==> src/rtl/mem_access_stage.sv <==
// MEM pipeline stage: drives the byte-addressable data memory (synchronous write,
// asynchronous read), extracts/extends load data, owns the MEM/WB register and
// serves debug halt/readback.
// Optional feature macro: MISALIGN_TRAP_EN (trap misaligned half/word accesses
// instead of silently aligning the address down).
module mem_access_stage #(
  parameter int unsigned NB_DATA    = 32,
  parameter int unsigned N_ADDRESS  = 64,
  parameter int unsigned NB_ADDRESS = $clog2(N_ADDRESS),
  parameter int unsigned NB_REG     = 5
) (
  input  logic                  i_clk,
  input  logic                  i_reset,
  input  logic                  i_valid,
  output logic                  o_ready,
  input  logic                  i_mem_read,
  input  logic                  i_mem_write,
  input  logic [1:0]            i_size,
  input  logic                  i_unsigned,
  input  logic [NB_DATA-1:0]    i_alu_result,
  input  logic [NB_DATA-1:0]    i_store_data,
  input  logic [NB_REG-1:0]     i_rd,
  input  logic                  i_reg_write,
  input  logic                  i_flush,
  output logic                  o_valid,
  input  logic                  i_ready,
  output logic [NB_DATA-1:0]    o_wb_data,
  output logic [NB_REG-1:0]     o_rd,
  output logic                  o_reg_write,
  output logic                  o_exc,
  output logic [NB_ADDRESS-1:0] o_mem_r_addr,
  output logic                  o_mem_r_en,
  output logic [1:0]            o_mem_r_addressing,
  output logic [NB_ADDRESS-1:0] o_mem_w_addr,
  output logic [NB_DATA-1:0]    o_mem_w_data,
  output logic                  o_mem_w_en,
  output logic [1:0]            o_mem_w_addressing,
  input  logic [NB_DATA-1:0]    i_mem_r_data,
  input  logic                  i_dbg_halt,
  output logic                  o_halted,
  input  logic [NB_ADDRESS-1:0] i_dbg_addr,
  output logic [NB_DATA-1:0]    o_dbg_data
);

  typedef enum logic [1:0] {StRun, StDrain, StHalted} state_e;

  state_e                state_q, state_d;
  logic                  valid_q, valid_d;
  logic [NB_DATA-1:0]    wb_q, wb_d;
  logic [NB_REG-1:0]     rd_q, rd_d;
  logic                  rw_q, rw_d;
  logic [NB_DATA-1:0]    dbg_q, dbg_d;
  logic                  acc, pop, misal;
  logic [1:0]            size_eff;
  logic [NB_ADDRESS-1:0] addr_raw, addr_eff;
  logic [NB_DATA-1:0]    load_data;

  // Size 10 behaves as a word access; address comes from the low ALU bits.
  assign size_eff = (i_size == 2'b10) ? 2'b00 : i_size;
  assign addr_raw = i_alu_result[NB_ADDRESS-1:0];

  // Alignment: either flag the access as misaligned or force the address down.
  always_comb begin
    addr_eff = addr_raw;
    misal    = 1'b0;
`ifdef MISALIGN_TRAP_EN
    case (size_eff)
      2'b01:   misal = addr_raw[0];
      2'b00:   misal = |addr_raw[1:0];
      default: misal = 1'b0;
    endcase
`else
    case (size_eff)
      2'b01:   addr_eff[0]   = 1'b0;
      2'b00:   addr_eff[1:0] = 2'b00;
      default: ;
    endcase
`endif
  end

  assign o_ready = (state_q == StRun) & (~valid_q | i_ready) & ~i_flush & ~i_reset;
  assign acc     = i_valid & o_ready;
  assign pop     = valid_q & i_ready;

  // Memory ports: debug owns the read port while halted, otherwise gated by accept.
  always_comb begin
    o_mem_r_en         = 1'b0;
    o_mem_r_addr       = '0;
    o_mem_r_addressing = 2'b00;
    o_mem_w_en         = 1'b0;
    o_mem_w_addr       = '0;
    o_mem_w_data       = '0;
    o_mem_w_addressing = 2'b00;
    if (state_q == StHalted) begin
      o_mem_r_en   = 1'b1;
      o_mem_r_addr = i_dbg_addr;
    end else if (acc && !misal) begin
      if (i_mem_read) begin
        o_mem_r_en         = 1'b1;
        o_mem_r_addr       = addr_eff;
        o_mem_r_addressing = size_eff;
      end
      if (i_mem_write) begin
        o_mem_w_en         = 1'b1;
        o_mem_w_addr       = addr_eff;
        o_mem_w_data       = i_store_data;
        o_mem_w_addressing = size_eff;
      end
    end
  end

  // Little-endian extract with optional sign extension.
  always_comb begin
    case (size_eff)
      2'b01:   load_data = {{(NB_DATA-16){~i_unsigned & i_mem_r_data[15]}}, i_mem_r_data[15:0]};
      2'b11:   load_data = {{(NB_DATA-8){~i_unsigned & i_mem_r_data[7]}}, i_mem_r_data[7:0]};
      default: load_data = i_mem_r_data;
    endcase
  end

  // MEM/WB next state: pop clears, accept loads (back-to-back allowed), flush wins.
  always_comb begin
    valid_d = valid_q;
    wb_d    = wb_q;
    rd_d    = rd_q;
    rw_d    = rw_q;
    if (pop) valid_d = 1'b0;
    if (acc) begin
      valid_d = 1'b1;
      wb_d    = misal ? '0 : (i_mem_read ? load_data : i_alu_result);
      rd_d    = i_rd;
      rw_d    = i_reg_write & ~i_mem_write & ~misal;
    end
    if (i_flush) valid_d = 1'b0;
  end

  // Debug halt sequencing and readback capture.
  always_comb begin
    state_d = state_q;
    dbg_d   = dbg_q;
    unique case (state_q)
      StRun:    if (i_dbg_halt) state_d = StDrain;
      StDrain: begin
        if (!i_dbg_halt)   state_d = StRun;
        else if (!valid_q) state_d = StHalted;
      end
      StHalted: begin
        dbg_d = i_mem_r_data;
        if (!i_dbg_halt) state_d = StRun;
      end
      default:  state_d = StRun;
    endcase
  end

  // State registers with synchronous reset.
  always_ff @(posedge i_clk) begin
    if (i_reset) begin
      state_q <= StRun;
      valid_q <= 1'b0;
      wb_q    <= '0;
      rd_q    <= '0;
      rw_q    <= 1'b0;
      dbg_q   <= '0;
    end else begin
      state_q <= state_d;
      valid_q <= valid_d;
      wb_q    <= wb_d;
      rd_q    <= rd_d;
      rw_q    <= rw_d;
      dbg_q   <= dbg_d;
    end
  end

`ifdef MISALIGN_TRAP_EN
  logic exc_q, exc_d;

  // Exception flag lives exactly as long as its entry.
  always_comb begin
    exc_d = valid_d ? exc_q : 1'b0;
    if (acc) exc_d = misal;
  end

  // Exception register.
  always_ff @(posedge i_clk) begin
    if (i_reset) exc_q <= 1'b0;
    else         exc_q <= exc_d;
  end

  assign o_exc = exc_q;
`else
  assign o_exc = 1'b0;
`endif

  assign o_valid     = valid_q;
  assign o_wb_data   = wb_q;
  assign o_rd        = rd_q;
  assign o_reg_write = rw_q;
  assign o_halted    = (state_q == StHalted);
  assign o_dbg_data  = dbg_q;

endmodule
==> config.mk <==
export PLATFORM = sky130hd
export DESIGN_NAME = mem_access_stage
export DESIGN_NICKNAME = d
export VERILOG_FILES = /design/src/rtl/mem_access_stage.sv
export SDC_FILE = /design/constraint.sdc
export NUM_CORES = 1
export LEC_CHECK = 0
export ABC_AREA = 1
export BUFFER_PORTS_ARGS = -buffer_cell sky130_fd_sc_hd__clkbuf_2
export CORE_MARGIN = 8
export CORE_UTILIZATION = 43
export DETAILED_ROUTE_END_ITERATION = 10
export GPL_TIMING_DRIVEN = 1
export PLACE_DENSITY = 0.9
export RECOVER_POWER = 50
export SLEW_MARGIN = 20
export SYNTH_ARGS = -nofsm -noshare
export SYNTH_HDL_FRONTEND = slang
export SYNTH_SLANG_ARGS = --single-unit
==> constraint.sdc <==
create_clock -name i_clk -period 1.8 [get_ports i_clk]
set_clock_uncertainty 0.15 [all_clocks]
set_input_delay 0.18 -clock i_clk [delete_from_list [all_inputs] [get_ports i_clk]]
set_output_delay 0.18 -clock i_clk [all_outputs]
set_load 0.005 [all_outputs]
# Yosys cells after proc, flatten, opt, wreduce, memory -nomap -nowiden
# Cells that the tools add are included.
# word_totals
out_inout_bits	124
input_bits	119
regBits	73
# classes
n_eq_ne	8
muxes	33
reduce_logical	6
bitwise_logic	14
# op_table
op	count
two-way mux 32 bit	4
case mux 32 bit (2 select lines)	1
two-way mux 6 bit	6
two-way mux 2 bit	11
two-way mux 1 bit	10
bitwise AND 1 bit	8
== test 2 bit, second input constant	3
case mux 2 bit (3 select lines)	1
NOT 1 bit	5
== test 2 x 1 -> 1 bit, second input constant	2
logical NOT 2 bit	2
inequality test 2 bit, second input constant	2
OR reduction 2 bit	2
inequality test 3 bit, second input constant	1
AND reduction 3 bit	1
nonzero test 2 bit	1
bitwise OR 1 bit	1

# Logic depth before layout (Yosys ltp)
# Gate-level depths: netlist of run 1.
# depth
ltp_word	8
depth_mapped	8
ltp_nobuf	7

# Least setup slack after synthesis of run 1
# No wires, ideal clock.
# synth_path
kind	flip-flop to output port
start	reg state_q[0]
end	out o_mem_w_data[22]
n_path_buf	1
stages_incl_launch_ff	7
t_arrival_ns	1.092
path_slack_ns	0.378
path_cell_list	dfxtp_1 nor2_4 nand3_2 nor2_8 nand2_4 buf_6 nor2_1
# synth_via
elab_chain_len	7
# synth_lines
element	line	rtl
start: declaration	47	state_e state_q, state_d;
start signal: assignment	158	state_q <= StRun;
start signal: assignment	165	state_q <= state_d;
logical NOT 2 bit	81	assign o_ready = (state_q == StRun) & (~valid_q | i_ready) & ~i_flush & ~i_reset;
bitwise AND 1 bit (3 in a row)	81	
bitwise AND 1 bit	82	assign acc = i_valid & o_ready;
two-way mux 32 bit	97	end else if (acc && !misal) begin
two-way mux 32 bit *	94	if (state_q == StHalted) begin
end: declaration	35	output logic [NB_DATA-1:0] o_mem_w_data,
# Every way passes the cells marked *; elsewhere a longest branch is shown, timed or not.

# Worst setup path after layout of run 1
# layout_path
start	reg state_q[1]
end	out o_mem_w_addr[0]
# layout_via
elab_chain_len	7
# layout_lines
element	line	rtl
logical NOT 2 bit	81	
bitwise AND 1 bit (3 in a row)	81	
bitwise AND 1 bit	82	
two-way mux 6 bit	97	
two-way mux 6 bit *	94	
end: declaration	34	output logic [NB_ADDRESS-1:0] o_mem_w_addr,
# Marks and branches as above.

==> results of run 1 <==
-- final timing paths --
kind,start,to
max reg2reg,state_q[1]$_SDFFE_PP0P_,o_wb_data[4]$_SDFFE_PP0N_
min reg2reg,o_wb_data[7]$_SDFFE_PP0N_,o_wb_data[7]$_SDFFE_PP0N_
max,state_q[1]$_SDFFE_PP0P_,o_mem_w_addr[0]
min,i_alu_result[29],o_wb_data[29]$_SDFFE_PP0N_
-- power breakdown --
part           total, mW  internal (mW)  leakage (nW)  switching, mW
clock network       1.70           1.06         0.133          0.635
registers           1.73           1.69         0.596         0.0429
logic              0.939          0.444          2.89          0.495
total               4.37           3.19          3.62           1.17
-- flip-flops by register name, summed over array words and instances, names as in the netlist --
register / count
o_rd: 5
state_q: 2
o_wb_data: 32
o_reg_write: 1
o_dbg_data: 32
o_valid: 1
-- final cells by class --
type                    instances  share of cell area, %
multi-input cells             415                  31.55
clock inverters                 7                  2.182
diodes                          1                0.03828
clock buffers                   9                  1.895
repair buffers                341                  35.15
inverters                      80                  4.671
well taps                     108                  2.067
flip-flops and latches         73                  22.45
-- per-stage QoR --
stage | instance area (µm²) | TNS, ps
global route | 6536 | -12290
finish | 6536 | -9396
floorplan | 3792 | 0
global placement | 5112 | 0
detailed placement | 5112 | 0
CTS | 6294 | -5259
-- layer usage --
layer | part of all wire [%] | up-vias | wire, µm | track usage (%)
met5 | 0 | - | 0 | 0
met4 | 4.7 | 0 | 938 | 13.11
met3 | 9.7 | 92 | 1924 | 7.737
met2 | 50 | 382 | 9998 | 49.96
met1 | 35 | 2485 | 7020 | 31.24
li1 | - | 2491 | - | -
-- layout by cell type (no fill, tap or decap), drive strengths merged --
cell type,instances
o21ai,58
bufinv,4
a21oi,43
diode,1
nor2,161
clkbuf,245
buf,52
inv,80
dfxtp,73
nor3,1
nand3,29
conb,1
dlygate4sd3,52
bufbuf,1
nand2,95
nand4,3
or2,24
clkinv,3
-- logic make-up (layout without fill, tap and decap cells) --
group | count (synthesis) | count (layout) | share of synthesized area, %
flip-flops | 73 | 73 | 38.54
other | 1 | 2 | 0.09888
buffers and inverters | 118 | 437 | 13.20
AND/OR/NAND/NOR | 308 | 313 | 34.84
AO/OA/AOI/OAI | 101 | 101 | 13.33
-- timing repair --
item                                   4_1_cts  5_1_grt
endpoints found under the hold margin       52        0
setup endpoints to repair                   50       51
buffers inserted                            15       14
gates cloned                                 6        2
gates resized for setup                     42       32
hold buffers                                52        0
pin swaps                                   11        6
-- tightest hold or removal path: cells and delay by family --
family / cells / cell delay [ps]
AO/OA/AOI/OAI: 1 / 70
buffers and inverters: 1 / 70
AND/OR/NAND/NOR: 2 / 160
==> run metrics, run 1 <==
Yosys reg bits 73; Ys Warns 0; first-pass GRT wire length 26.75 mm; Max Cap Viol 0; die height 109.9 µm; hold_ws 14.87 ps; Final Core Density 75.69%; Syn Area/Cell 6.310 µm²; Placer Congestion 0.8292; Nets 1039; GR Util All Layers 28.48%; site row count 34; failing checks negative setup slack; synth cell count leaders nor2_1 (155), nand2_1 (88), inv_1 (76); largest area contributor in the netlist dfxtp_1; # setup viols final 54; share of the synthesized area in the top cell type 38.54%; Post-Syn Area 0.003792 mm²; WL final 19.88 mm; die width 109.9 µm; post-route minimum period 2114 ps; Leakage 3.623 nW; Final Cycle Share 117.4%; DR pass1 iterations 5; TritonCTS Sinks 73; worst setup margin -313.6 ps; Async SR Flop Fraction 0%; CP max-delay cell dfxtp_2; crit start category flip-flop; Worst Tran Pin Value 549.3 ps; dominant cells by area after synthesis dfxtp_1 (39%), nor2_1 (15%), nand2_1 (8.7%), inv_1 (7.5%), o21ai_0 (7.3%); Inserted Clock Buffers 9; dpl hpwl 10.78 mm; kind of critical path flip-flop to output port; Netlist cell types 26; Buffers on Ports 241; Clock transition at path regs 80 ps; Avg WL per Cell 19.23 µm; Ports 243; Hold Crit Class input pin to flip-flop; DRT antenna net count 0; max-slew violations 0; arrival time worst endpoint 1780 ps; Power, Total 4.368 mW; dpl cells 929; DR vias/cell 5.271; Reg2Reg Depth 9; fillers 602; count leader, synth nor2_1; Crit path depth 6; CP top delay family simple AND/OR/NAND/NOR gates; vias in the first global route 5147; CP bufs+invs 1; area of the multi-input gates 0.002062 mm²; share of cells above drive strength 1 41.62%; DR vias 5450; DIE AREA 0.01208 mm²; Worst Setup End Kind output port; highest net fanout along the worst path 5; ys flop type dfxtp_1; Critical Path Max Stage Delay 350 ps; drt drc 0; outcome finished with violations; CTS H-tree lvls 3; RSZ-0062 raised after global routing yes; critical path required time 1470 ps; Sequential Area 0.001468 mm²; PD cells 668.2 mW/mm²; worst-path cell chain nor2_4 -> nand3_4 -> nor2_8 -> nand4_1 -> nor2_1 -> clkbuf_2; sequential fraction of the synthesis area 38.54%; clk buf depth 2; Worst slew margin 63.34%; hold depth 4; reg2reg setup slack -20 ps; largest net degree at the start of global routing 42; area grow syn2layout 72.35%; number of non-filler instances in the completed layout 1034; final hold violation count 0; maximum VDD drop 483.5 µV; Synth Net Count 720; Clock Latency Late Sink 340 ps; 1st-iter DRT viols 550; pre-CTS setup slack 34.06 ps; Gate Count Post-Synth 601; fmax 0.4731 GHz; EDFF count, synth 0; initial antenna violation count 1; global route total overflow 0; CTS root buffer clkbuf_8; CTS tree done; core area 0.008636 mm²; Initial Util 43.91%
No activity file was read; power rests on OpenSTA's default activity.
==> inputs of run 2 (changes only) <==
--- a/config.mk
+++ b/config.mk
@@ -11,8 +11,9 @@
 export CORE_UTILIZATION = 43
 export DETAILED_ROUTE_END_ITERATION = 10
 export GPL_TIMING_DRIVEN = 1
-export PLACE_DENSITY = 0.9
+export PLACE_DENSITY = 0.81
 export RECOVER_POWER = 50
+export SKIP_LAST_GASP = 1
 export SLEW_MARGIN = 20
 export SYNTH_ARGS = -nofsm -noshare
 export SYNTH_HDL_FRONTEND = slang
==> constraint.sdc (replaced) <==
create_clock -name i_clk -period 1.8 [get_ports i_clk]
set_clock_uncertainty 0.15 [all_clocks]
set_input_delay 0.18 -clock i_clk [delete_from_list [all_inputs] [get_ports i_clk]]
set_output_delay 0.18 -clock i_clk [all_outputs]
set_load 0.02 [all_outputs]
==> run 2 against run 1 <==
  * The flow still finishes with violations (negative setup slack)
  * Via count decreased by 0.81%
  * Register-to-register slack got worse by 80 ps
  * Clock power down 18%
  * Worst hold slack got worse by 7.3 ps
  * Combinational power is 9.7% higher
  * Non-clock buffer count shrank 12
  * Worst setup slack better by 11 ps
  * Design area grew 1.2%
  * Global-route usage down 0.53 points
  * Count of clock-buffer cells in the layout up 1
==> run metrics, run 2 (same netlist as run 1, synthesis figures left out) <==
Critical Path Max Stage Delay 350 ps; Buffers on Ports 241; PD cells 629.7 mW/mm²; area grow syn2layout 74.43%; DR vias/cell 5.284; kind of critical path flip-flop to output port; Leakage 3.342 nW; reg2reg setup slack -100 ps; core area 0.008636 mm²; Sequential Area 0.001466 mm²; CTS root buffer clkbuf_8; arrival time worst endpoint 1770 ps; area of the multi-input gates 0.002192 mm²; Ports 243; Initial Util 43.91%; highest net fanout along the worst path 10; worst r2r src state_q[1]$_SDFFE_PP0P_; Hold Path End o_wb_data[24]$_SDFFE_PP0N_; dpl cells 929; DR pass1 iterations 10; DRT antenna net count 0; Placer Congestion 0.8263; vias in the first global route 5016; Hold Crit Class input pin to flip-flop; die height 109.9 µm; WL final 19.41 mm; Worst slew margin 61.38%; post-route minimum period 2103 ps; Avg WL per Cell 18.98 µm; Worst Tran Pin Value 578.7 ps; Nets 1029; GR Util All Layers 27.95%; Final Cycle Share 116.8%; share of cells above drive strength 1 34.35%; Inserted Clock Buffers 9; site row count 34; worst setup margin -302.7 ps; DR vias 5406; maximum VDD drop 537.8 µV; initial antenna violation count 1; CP max-delay cell dfxtp_2; global route total overflow 0; 1st-iter DRT viols 561; commonest non-fill, non-tap cell in the layout nor2_1; dpl hpwl 10.85 mm; drt drc 0; Power, Total 4.165 mW; fmax 0.4756 GHz; CTS tree done; most frequent cells in the layout nor2_1 (124), clkbuf_2 (122), nand2_1 (84), inv_1 (74), dfxtp_1 (71); failing checks negative setup slack; clk buf depth 2; # setup viols final 60; hold depth 4; Clock Latency Late Sink 340 ps; first-pass GRT wire length 26.34 mm; critical path required time 1470 ps; Max Cap Viol 0; crit start category flip-flop; Crit Reg-Reg Endpoint o_reg_write$_SDFFE_PP0N_; Clock transition at path regs 70 ps; Reg2Reg Depth 11; CP Launch Point state_q[1]$_SDFFE_PP0P_; RSZ-0062 raised after global routing yes; Worst Setup End Kind output port; TritonCTS Sinks 73; largest net degree at the start of global routing 42; worst-path cell chain nor2_4 -> nand3_4 -> nor2_8 -> buf_12 -> nand2_8 -> nor2_2 -> clkbuf_4; max-slew violations 0; Worst Min Path Start i_alu_result[24]; die width 109.9 µm; fillers 625; DIE AREA 0.01208 mm²; number of non-filler instances in the completed layout 1023; final hold violation count 0; outcome finished with violations; CTS H-tree lvls 3
run 2: repair_timing:
| action | in CTS | in global routing |
|---|---|---|
| pin swaps | 13 | 16 |
| resized for setup | 87 | 117 |
| setup buffers | 15 | 5 |
| endpoints found under the setup margin | 50 | 55 |
| hold buffers | 50 | 0 |
| gates cloned | 8 | 0 |
| endpoints found under the hold margin | 50 | 0 |
run 2: power breakdown:
| group | leakage, nW | total, mW | switching (mW) | internal (mW) |
|---|---|---|---|---|
| logic | 2.64 | 1.03 | 0.606 | 0.429 |
| clock network | 0.102 | 1.40 | 0.628 | 0.774 |
| registers | 0.595 | 1.73 | 0.0416 | 1.69 |
| total | 3.34 | 4.17 | 1.27 | 2.89 |
run 2: cell type report:
| class | instances | share of cell area, % |
|---|---|---|
| Antenna cell | 1 | 0.03783 |
| Clock buffer | 10 | 1.929 |
| Clock inverter | 5 | 1.229 |
| Inverter | 80 | 4.539 |
| Multi-Input combinational cell | 417 | 33.14 |
| Sequential cell | 73 | 22.17 |
| Tap cell | 108 | 2.043 |
| Timing Repair Buffer | 329 | 34.92 |
run 2: worst max-delay path by stage:
stage / end / slack (ps)
after floorplan: o_mem_r_addr[2] / 20
after global placement: o_mem_w_data[19] / 120
after detailed placement: o_mem_w_data[19] / 30
after CTS: o_mem_w_data[19] / -220
after global routing: o_mem_w_data[9] / -380
final: o_mem_w_data[5] / -300
run 2: metrics by stage:
step                area (µm²)  hold WS [ps]  setup TNS, ps  worst slack [ps]  util [%]
floorplan                 3792         99.07              0             17.87         -
global placement          5137         270.7              0             120.7     59.49
detailed placement        5137         278.3              0             29.06     59.49
CTS                       6370        0.7321          -7700            -217.3     73.76
global route              6615         15.18         -14420            -384.7     76.60
finish                    6615         7.522         -10420            -302.7     76.60
run 2: per-layer routing:
layer	GRT usage, %	up-vias	share of wire (%)
met1	32.94	2432	36
met2	46.96	393	49
met3	5.275	109	9.4
met5	0	-	0
met4	15.04	0	5.4
li1	-	2472	-
run 2: critical path: cells and delay by family, from the launching register on:
kind | cells | cell delay (ps)
simple gates | 5 | 700
buf+inv | 2 | 370
flops | 1 | 350
==> inputs of run 3 (changes only) <==
--- a/config.mk
+++ b/config.mk
@@ -6,7 +6,7 @@
 export NUM_CORES = 1
 export LEC_CHECK = 0
 export ABC_AREA = 1
-export BUFFER_PORTS_ARGS = -buffer_cell sky130_fd_sc_hd__clkbuf_2
+export BUFFER_PORTS_ARGS = -buffer_cell sky130_fd_sc_hd__buf_2
 export CORE_MARGIN = 8
 export CORE_UTILIZATION = 43
 export DETAILED_ROUTE_END_ITERATION = 10
==> run 3 against run 2 <==
  * The run still ends with negative setup slack left
  * Die area unchanged
  * Worst hold slack better by 6.4 ps
  * Power about the same
  * Sequential cell count unchanged
  * Non-clock buffer count up 2
  * Count of clock-buffer cells in the layout unchanged
  * First-iteration DRC count down 33%
  * Critical endpoint is now o_mem_w_addr[5]
  * Largest power group unchanged
==> run metrics, run 3 (same netlist as run 1, synthesis figures left out) <==
1st-iter DRT viols 376; pre-CTS setup slack -37.18 ps; Clock transition at path regs 80 ps; initial antenna violation count 1; CTS root buffer clkbuf_8; critical path required time 1470 ps; Worst slew margin 59.81%; hold depth 4; DR vias 5155; PD cells 642.7 mW/mm²; arrival time worst endpoint 1640 ps; # setup viols final 62; Max Cap Viol 0; TritonCTS Sinks 73; drt drc 0; worst setup margin -173.8 ps; DIE AREA 0.01208 mm²; CTS H-tree lvls 3; final hold violation count 0; CTS tree done; area grow syn2layout 70.97%; Hold Crit Class input pin to flip-flop; WL final 17.85 mm; reg2reg setup slack -40 ps; commonest non-fill, non-tap cell in the layout nor2_1; first-pass GRT wire length 25.17 mm; Buffers on Ports 241; global route total overflow 0; Inserted Clock Buffers 9; outcome finished with violations; share of cells above drive strength 1 35.64%; vias in the first global route 4811; highest net fanout along the worst path 8; Final Core Density 75.08%; kind of critical path flip-flop to output port; dpl cells 929; Power, Total 4.167 mW; DR pass1 iterations 5; Setup TNS -6233 ps; Placer Congestion 0.8570; Clock Latency Late Sink 340 ps; Leakage 3.389 nW; failing checks negative setup slack; Avg WL per Cell 17.48 µm; clk buf depth 2; largest net degree at the start of global routing 43; most frequent cells in the layout nor2_1 (142), buf_2 (137), nand2_1 (84), inv_1 (75), dfxtp_1 (70); Final Cycle Share 109.7%; site row count 34; Ports 243; fillers 665; maximum VDD drop 402.2 µV; Nets 1027; post-route minimum period 1974 ps; core area 0.008636 mm²; GR Util All Layers 26.61%; DR vias/cell 5.049; DRT antenna net count 0; Initial Util 43.91%; crit start category flip-flop; die width 109.9 µm; RSZ-0062 raised after global routing yes; Worst Setup End Kind output port; fmax 0.5066 GHz; Reg2Reg Depth 9; Worst Tran Pin Value 602.2 ps; number of non-filler instances in the completed layout 1021; max-slew violations 0; die height 109.9 µm; dpl hpwl 10.74 mm
==> run 3: cell count changes in the layout (fill, tap and decap cells not counted), moves of 3 or more <==
cell,delta
buf_2,+137
clkbuf_2,-122
buf_4,+29
nor2_1,+18
nor2_4,-17
a21oi_1,-15
clkbuf_1,-15
buf_6,-14
a21oi_2,+13
clkbuf_4,-12
o21ai_0,-5
o21ai_2,+4
nand2_4,-3
==> run 3: final cells by class <==
type | instances | area, µm² | share of cell area [%]
Clock inverter | 5 | 80.08 | 1.235
Tap cell | 108 | 135.1 | 2.084
Inverter | 80 | 304.0 | 4.689
Clock buffer | 10 | 137.6 | 2.123
Multi-Input combinational cell | 413 | 2068 | 31.90
Sequential cell | 73 | 1468 | 22.64
Antenna cell | 1 | 2.502 | 0.03860
Timing Repair Buffer | 331 | 2288 | 35.30
==> run 3: worst max-delay path, stage by stage, from the launching register on <==
cell and delay, ps:
dfxtp_2 340, nand2_2 120, nand3_4 110, nor2_8 110, buf_12 160, nand2_2 120
nor2_1 150, buf_4 170
==> run 3: worst paths after layout <==
check / from / endpoint
max: o_valid$_SDFFE_PP0P_ / o_mem_w_addr[5]
min: i_alu_result[21] / o_wb_data[21]$_SDFFE_PP0N_
max reg2reg: state_q[1]$_SDFFE_PP0P_ / o_wb_data[3]$_SDFFE_PP0N_
min reg2reg: o_wb_data[1]$_SDFFE_PP0N_ / o_wb_data[1]$_SDFFE_PP0N_
==> run 3: stage by stage <==
step	instance area (µm²)	hold slack, ps
3_5_place_dp	5100	276.9
4_1_cts	6215	2.546
6_report	6484	13.96
2_1_floorplan	3792	99.07
3_3_place_gp	5100	269.9
5_1_grt	6484	8.847
==> run 3: timing repair <==
| item | 4_1_cts | 5_1_grt |
|---|---|---|
| resized for setup | 81 | 56 |
| endpoints found under the setup margin | 50 | 74 |
| pin swaps | 7 | 17 |
| gates cloned | 3 | 6 |
| buffers inserted | 10 | 6 |
| endpoints found under the hold margin | 52 | 0 |
| hold buffers | 52 | 0 |
==> run 3: where the power goes <==
part | switching, mW | internal (mW)
clock | 0.628 | 0.809
sequential | 0.0391 | 1.69
combinational | 0.573 | 0.431
==> run 3: layer usage <==
layer | wire length, µm | track usage [%] | up-vias | share of wire, %
met1 | 6790 | 31.75 | 2343 | 38
met3 | 1706 | 5.451 | 52 | 9.6
met2 | 8766 | 45.03 | 306 | 49
met5 | 0 | 0 | - | 0
li1 | - | - | 2454 | -
met4 | 586 | 11.86 | 0 | 3.3
